`src/rtl/vga_fb_arbiter.sv`:
```
// vga_fb_arbiter: shares one single-port video SRAM between the VGA fetch
// path (fixed priority, one-deep pending slot) and a CPU req/ack port.
module vga_fb_arbiter #(
    parameter int ADDR_W  = 19,
    parameter int DATA_W  = 16,
    parameter int ACC_CYC = 1
) (
    input  logic              i_clk50M,
    input  logic              i_rst_n,
    input  logic              i_vga_req,
    input  logic [ADDR_W-1:0] i_vga_addr,
    output logic [DATA_W-1:0] o_vga_data,
    output logic              o_vga_valid,
    output logic              o_vga_ovf,
    input  logic              i_cpu_req,
    input  logic              i_cpu_we,
    input  logic [ADDR_W-1:0] i_cpu_addr,
    input  logic [DATA_W-1:0] i_cpu_wdata,
    output logic [DATA_W-1:0] o_cpu_rdata,
    output logic              o_cpu_ack,
    output logic [ADDR_W-1:0] o_mem_addr,
    output logic [DATA_W-1:0] o_mem_wdata,
    input  logic [DATA_W-1:0] i_mem_rdata,
    output logic              o_mem_oe_n,
    output logic              o_mem_we_n
);

    typedef enum logic [1:0] {
        IDLE    = 2'd0,
        VGA_ACC = 2'd1,
        CPU_RD  = 2'd2,
        CPU_WR  = 2'd3
    } state_t;

    localparam logic [3:0] LAST = 4'(ACC_CYC - 1);

    state_t            r_state;
    state_t            w_state_nxt;
    logic [3:0]        r_cnt;
    logic              r_vga_pend;
    logic [ADDR_W-1:0] r_vga_addr;
    logic              r_vga_ovf;
    logic              r_vga_valid;
    logic [DATA_W-1:0] r_vga_data;
    logic              r_cpu_ack;
    logic [DATA_W-1:0] r_cpu_rdata;
    logic [ADDR_W-1:0] r_mem_addr;
    logic [DATA_W-1:0] r_mem_wdata;
    logic              r_mem_oe_n;
    logic              r_mem_we_n;

    logic              w_last;
    logic              w_decide;
    logic              w_vga_any;
    logic              w_cpu_last;
    logic              w_cpu_ok;
    logic              w_grant_vga;
    logic              w_grant_cpu;
    logic              w_go_idle;
    logic [ADDR_W-1:0] w_vga_gaddr;
    logic              w_oe_n_nxt;
    logic              w_we_n_nxt;

    assign w_last      = (r_state != IDLE) && (r_cnt == LAST);
    assign w_decide    = (r_state == IDLE) || w_last;
    assign w_vga_any   = r_vga_pend | i_vga_req;
    assign w_cpu_last  = w_last && ((r_state == CPU_RD) || (r_state == CPU_WR));
    // The request being finished or acknowledged must not be granted again.
    assign w_cpu_ok    = i_cpu_req && !r_cpu_ack && !w_cpu_last;
    assign w_grant_vga = w_decide && w_vga_any;
    assign w_grant_cpu = w_decide && !w_vga_any && w_cpu_ok;
    assign w_go_idle   = w_decide && !w_vga_any && !w_cpu_ok;
    assign w_vga_gaddr = r_vga_pend ? r_vga_addr : i_vga_addr;

    always_ff @(posedge i_clk50M) begin
        if (!i_rst_n) begin
            r_state <= IDLE;
            r_cnt   <= '0;
        end else begin
            r_state <= w_state_nxt;
            r_cnt   <= w_decide ? 4'd0 : r_cnt + 4'd1;
        end
    end

    always_comb begin
        w_state_nxt = r_state;
        unique case (1'b1)
            w_grant_vga: w_state_nxt = VGA_ACC;
            w_grant_cpu: w_state_nxt = i_cpu_we ? CPU_WR : CPU_RD;
            w_go_idle:   w_state_nxt = IDLE;
            default:     w_state_nxt = r_state;
        endcase
    end

    always_comb begin
        w_oe_n_nxt = 1'b1;
        w_we_n_nxt = 1'b1;
        unique case (w_state_nxt)
            VGA_ACC: w_oe_n_nxt = 1'b0;
            CPU_RD:  w_oe_n_nxt = 1'b0;
            CPU_WR:  w_we_n_nxt = 1'b0;
            default: w_oe_n_nxt = 1'b1;
        endcase
    end

    always_ff @(posedge i_clk50M) begin
        if (!i_rst_n) begin
            r_vga_pend  <= 1'b0;
            r_vga_addr  <= '0;
            r_vga_ovf   <= 1'b0;
        end else if (w_grant_vga) begin
            // Pending slot is consumed; a fresh pulse on this edge refills it.
            r_vga_pend <= r_vga_pend & i_vga_req;
            if (r_vga_pend && i_vga_req) begin
                r_vga_addr <= i_vga_addr;
            end
        end else if (i_vga_req && !r_vga_pend) begin
            r_vga_pend <= 1'b1;
            r_vga_addr <= i_vga_addr;
        end else if (i_vga_req) begin
            r_vga_ovf <= 1'b1;
        end
    end

    always_ff @(posedge i_clk50M) begin
        if (!i_rst_n) begin
            r_mem_addr  <= '0;
            r_mem_wdata <= '0;
            r_mem_oe_n  <= 1'b1;
            r_mem_we_n  <= 1'b1;
        end else begin
            r_mem_oe_n <= w_oe_n_nxt;
            r_mem_we_n <= w_we_n_nxt;
            if (w_grant_vga) begin
                r_mem_addr <= w_vga_gaddr;
            end else if (w_grant_cpu) begin
                r_mem_addr <= i_cpu_addr;
                if (i_cpu_we) begin
                    r_mem_wdata <= i_cpu_wdata;
                end
            end
        end
    end

    always_ff @(posedge i_clk50M) begin
        if (!i_rst_n) begin
            r_vga_data  <= '0;
            r_cpu_rdata <= '0;
            r_vga_valid <= 1'b0;
            r_cpu_ack   <= 1'b0;
        end else begin
            r_vga_valid <= w_last && (r_state == VGA_ACC);
            r_cpu_ack   <= w_cpu_last;
            if (w_last && (r_state == VGA_ACC)) begin
                r_vga_data <= i_mem_rdata;
            end
            if (w_last && (r_state == CPU_RD)) begin
                r_cpu_rdata <= i_mem_rdata;
            end
        end
    end

    assign o_vga_data  = r_vga_data;
    assign o_vga_valid = r_vga_valid;
    assign o_vga_ovf   = r_vga_ovf;
    assign o_cpu_rdata = r_cpu_rdata;
    assign o_cpu_ack   = r_cpu_ack;
    assign o_mem_addr  = r_mem_addr;
    assign o_mem_wdata = r_mem_wdata;
    assign o_mem_oe_n  = r_mem_oe_n;
    assign o_mem_we_n  = r_mem_we_n;

endmodule
```
`config.mk`:
```
export PLATFORM = sky130hd
export DESIGN_NAME = vga_fb_arbiter
export DESIGN_NICKNAME = d
export VERILOG_FILES = /design/src/rtl/vga_fb_arbiter.sv
export SDC_FILE = /design/constraint.sdc
export NUM_CORES = 1
export LEC_CHECK = 0
export CAP_MARGIN = 0
export CORE_MARGIN = 3
export CORE_UTILIZATION = 48
export DETAILED_ROUTE_END_ITERATION = 7
export PLACE_DENSITY_LB_ADDON = 0.05
export SLEW_MARGIN = 20
export SYNTH_ARGS = -nofsm -noshare
export SYNTH_HDL_FRONTEND = slang
export SYNTH_SLANG_ARGS = --single-unit
export TNS_END_PERCENT = 5
```
`constraint.sdc`:
```
create_clock -name i_clk50M -period 3.15 [get_ports i_clk50M]
set_input_delay 0.63 -clock i_clk50M [delete_from_list [all_inputs] [get_ports i_clk50M]]
set_output_delay 0.63 -clock i_clk50M [all_outputs]
set_load 0.01 [all_outputs]
```
==> flow_summary.json <==
{
  "seq_power_share_pct": 50.5,
  "syn2layout_area_growth_pct": 41.50,
  "fin_worst_skew_ps": 7.759,
  "worst_slack_ps": 847.6,
  "cap_violations": 0,
  "power_frac_comb_pct": 13.5,
  "cts_tree": "yes",
  "slew_headroom_pct": 42.36,
  "grt-ovfl-total": 0,
  "cts_setup_buffers": 0,
  "p_clk_share_pct": 35.9,
  "synth_top_area_share_pct": 47.95,
  "cts_resized": 0,
  "grt_pass1_wl_mm": 16.05,
  "clock-root-buffer": "clkbuf_8",
  "p_per_area_nw_per_um2": 448.5,
  "viasPerCell": 5.091,
  "cts.sinks": 98,
  "io_buffers": 146,
  "hold_buffers": 0,
  "async_reset_ff_share_pct": 0,
  "cpPeakStageDelay_ps": 400,
  "r2r_start": "r_cnt[0]",
  "yosysTopAreaCell": "dfxtp_1",
  "die_y_um": 98.33,
  "finalSetupViolations": 0,
  "std_cell_rows": 33,
  "hold_viol_final": 0,
  "fin_setup_tns_ps": 0,
  "antenna_found_initial": 0,
  "cp.arrival_ps": 2590,
  "netlist_top_cells_area": "dfxtp_1 48%, nand2_1 11%, mux2i_1 9.5%",
  "hold_slack_ps": 463.0,
  "drive_above_1_share_pct": 8.870,
  "grt_start_max_net_pins": 64,
  "rsz0062_at_grt": "false",
  "track_usage_pct": 20.06,
  "coreArea_um2": 8258,
  "start_kind": "flop",
  "dp_hpwl_mm": 6.875,
  "nNetsFinal": 648,
  "switching_share_pct": 23.48,
  "cpMaxStageDelayCell": "nor2_1",
  "ys_seq_area_share_pct": 47.95,
  "p_sw_w": 0.0006098,
  "ys_ff_latch": 98,
  "path_class": "flop to flop",
  "hp-start": "r_vga_addr[17]",
  "fmax_ghz": 0.4343,
  "worstSetupEndpointType": "flop",
  "p_total_w": 0.002597,
  "drt_wl_total_mm": 9.671,
  "drc_errors": 0,
  "utilization_pct": 70.11,
  "synth_cell_types": 35,
  "power_leakage_nw": 2.059,
  "diodes": 0,
  "ir_drop_v": 0.0002377,
  "worst_path_dominant_cell_family": "multiplexers",
  "first_iter_violations": 92,
  "fillers": 671,
  "vias": 3462,
  "start_util_pct": 49.55,
  "crit_start": "r_cnt[0]",
  "io_pins": 147,
  "yosys.cell_count.top_type": "nand2_1",
  "grt_pass1_vias": 3432,
  "critical_path_buf_inv_count": 2,
  "ys_warn_count": 0,
  "numCtsBuffers": 9,
  "syn_inst": 439,
  "first_pass_iters": 4,
  "synth_edf_count": 0,
  "gp_congestion": 0.7338,
  "tightest_slew_ps": 862.1,
  "required_ps": 3430,
  "final_max_slew_viol_count": 0,
  "ys.flop_type": "dfxtp_1",
  "die_x_um": 98.33,
  "wire_per_inst_um": 14.22,
  "ant_nets": 0,
  "dp_slack_ps": 481.0,
  "p_int_w": 0.001987,
  "outcome": "finished clean",
  "cp_max_fo": 16,
  "crit_chain": "inv_1 > ha_1 > nor3b_2 > nor2_1 > mux2i_4 > buf_4 > mux2i_1",
  "min_period_over_period_pct": 73.09,
  "cts.reportedPaths.clkPinSlew_ps": 90,
  "synth_common_cells": "124 x nand2_1, 98 x dfxtp_1, 39 x mux2i_1, 30 x a21boi_0, 25 x nor2_1",
  "syn_area_um2": 4091,
  "syn-num-nets": 517,
  "clockBufferDepth": 2,
  "hold_class": "flop to flop",
  "clk_latency_ps": 360,
  "die_area_um2": 9668,
  "cts-htree-levels": 3,
  "avgSynthCellArea_um2": 9.320,
  "final.min_clock_period_ps": 2302
}
[worst reg2reg max path, delay by kind of cell (launching register included)]
kind                     cells  cell delay [ps]
AND/OR/NAND/NOR              2              600
buffers and inverters        2              400
adder cells (fa/ha/maj)      1              190
multiplexers                 2              650
flip-flops                   1              380
[through the flow]
stage / instance area, um2 / instances
after CTS: 5789 / 680
after global placement: 5553 / 664
final: 5789 / 680
after detailed placement: 5553 / 664
after global routing: 5789 / 680
after floorplan: 4091 / 439
[flip-flops by register name, summed over array words and instances (netlist names), 4 cells and up, named ones only]
register	cells
o_cpu_rdata	16
o_mem_addr	19
r_vga_addr	19
o_mem_wdata	16
r_cnt	4
o_vga_data	16
[power groups by stage]
stage                     clock (W)  sequential [W]  combinational, W
final                      0.000933         0.00131          0.000352
after global routing        0.00100         0.00132          0.000382
after CTS                  0.000958         0.00131          0.000356
after detailed placement          0         0.00134          0.000354
after global placement            0         0.00134          0.000348
after floorplan                   0         0.00136          0.000130
[cell usage in the layout, fill, tap and decap left out, types with 5 or more instances in the layout]
cell             count
mux2i_1             38
nand3_1             14
a221o_1             19
clkdlybuf4s50_1    145
o21ai_0              5
clkbuf_8            11
nor2_1              25
dfxtp_1             98
a21boi_0            30
o21ai_2             14
nand2_1            124
buf_4                7
[per-layer routing]
| metal | global-route usage (%) | up-vias | wire (um) |
|---|---|---|---|
| li1 | - | 1750 | - |
| met3 | 7.929 | 14 | 743 |
| met4 | 6.197 | 0 | 137 |
| met5 | 0 | - | 0 |
| met1 | 24.06 | 1601 | 4155 |
| met2 | 33.13 | 97 | 4636 |
[kinds of logic (layout without fill, tap and decap cells)]
| kind of cell | Yosys count | after routing | synth area share (%) |
|---|---|---|---|
| AO/OA/AOI/OAI | 79 | 79 | 16.58 |
| flip-flops | 98 | 98 | 47.95 |
| XOR/XNOR | 2 | 2 | 0.4282 |
| adder cells (fa/ha/maj) | 3 | 3 | 0.9175 |
| buffers and inverters | 35 | 171 | 4.832 |
| multiplexers | 39 | 39 | 9.541 |
| AND/OR/NAND/NOR | 183 | 183 | 19.76 |
[path summary, 6_finish.rpt]
check                    to  slack (ps)  cells after the start
max           r_vga_addr[9]         850                      7
min          r_vga_addr[17]         460                      2
max reg2reg   r_vga_addr[9]         850                      7
min reg2reg  r_vga_addr[17]         460                      2
[cell type report]
cell class	instances	area [um2]	area share, %
flip-flops and latches	98	1962	33.89
repair buffers	152	1504	25.98
clock inverters	5	85.08	1.470
multi-input cells	306	1944	33.59
well taps	105	131.4	2.269
clock buffers	11	151.4	2.615
inverters	3	11.26	0.1945
Power figures use the tool's default switching activity.
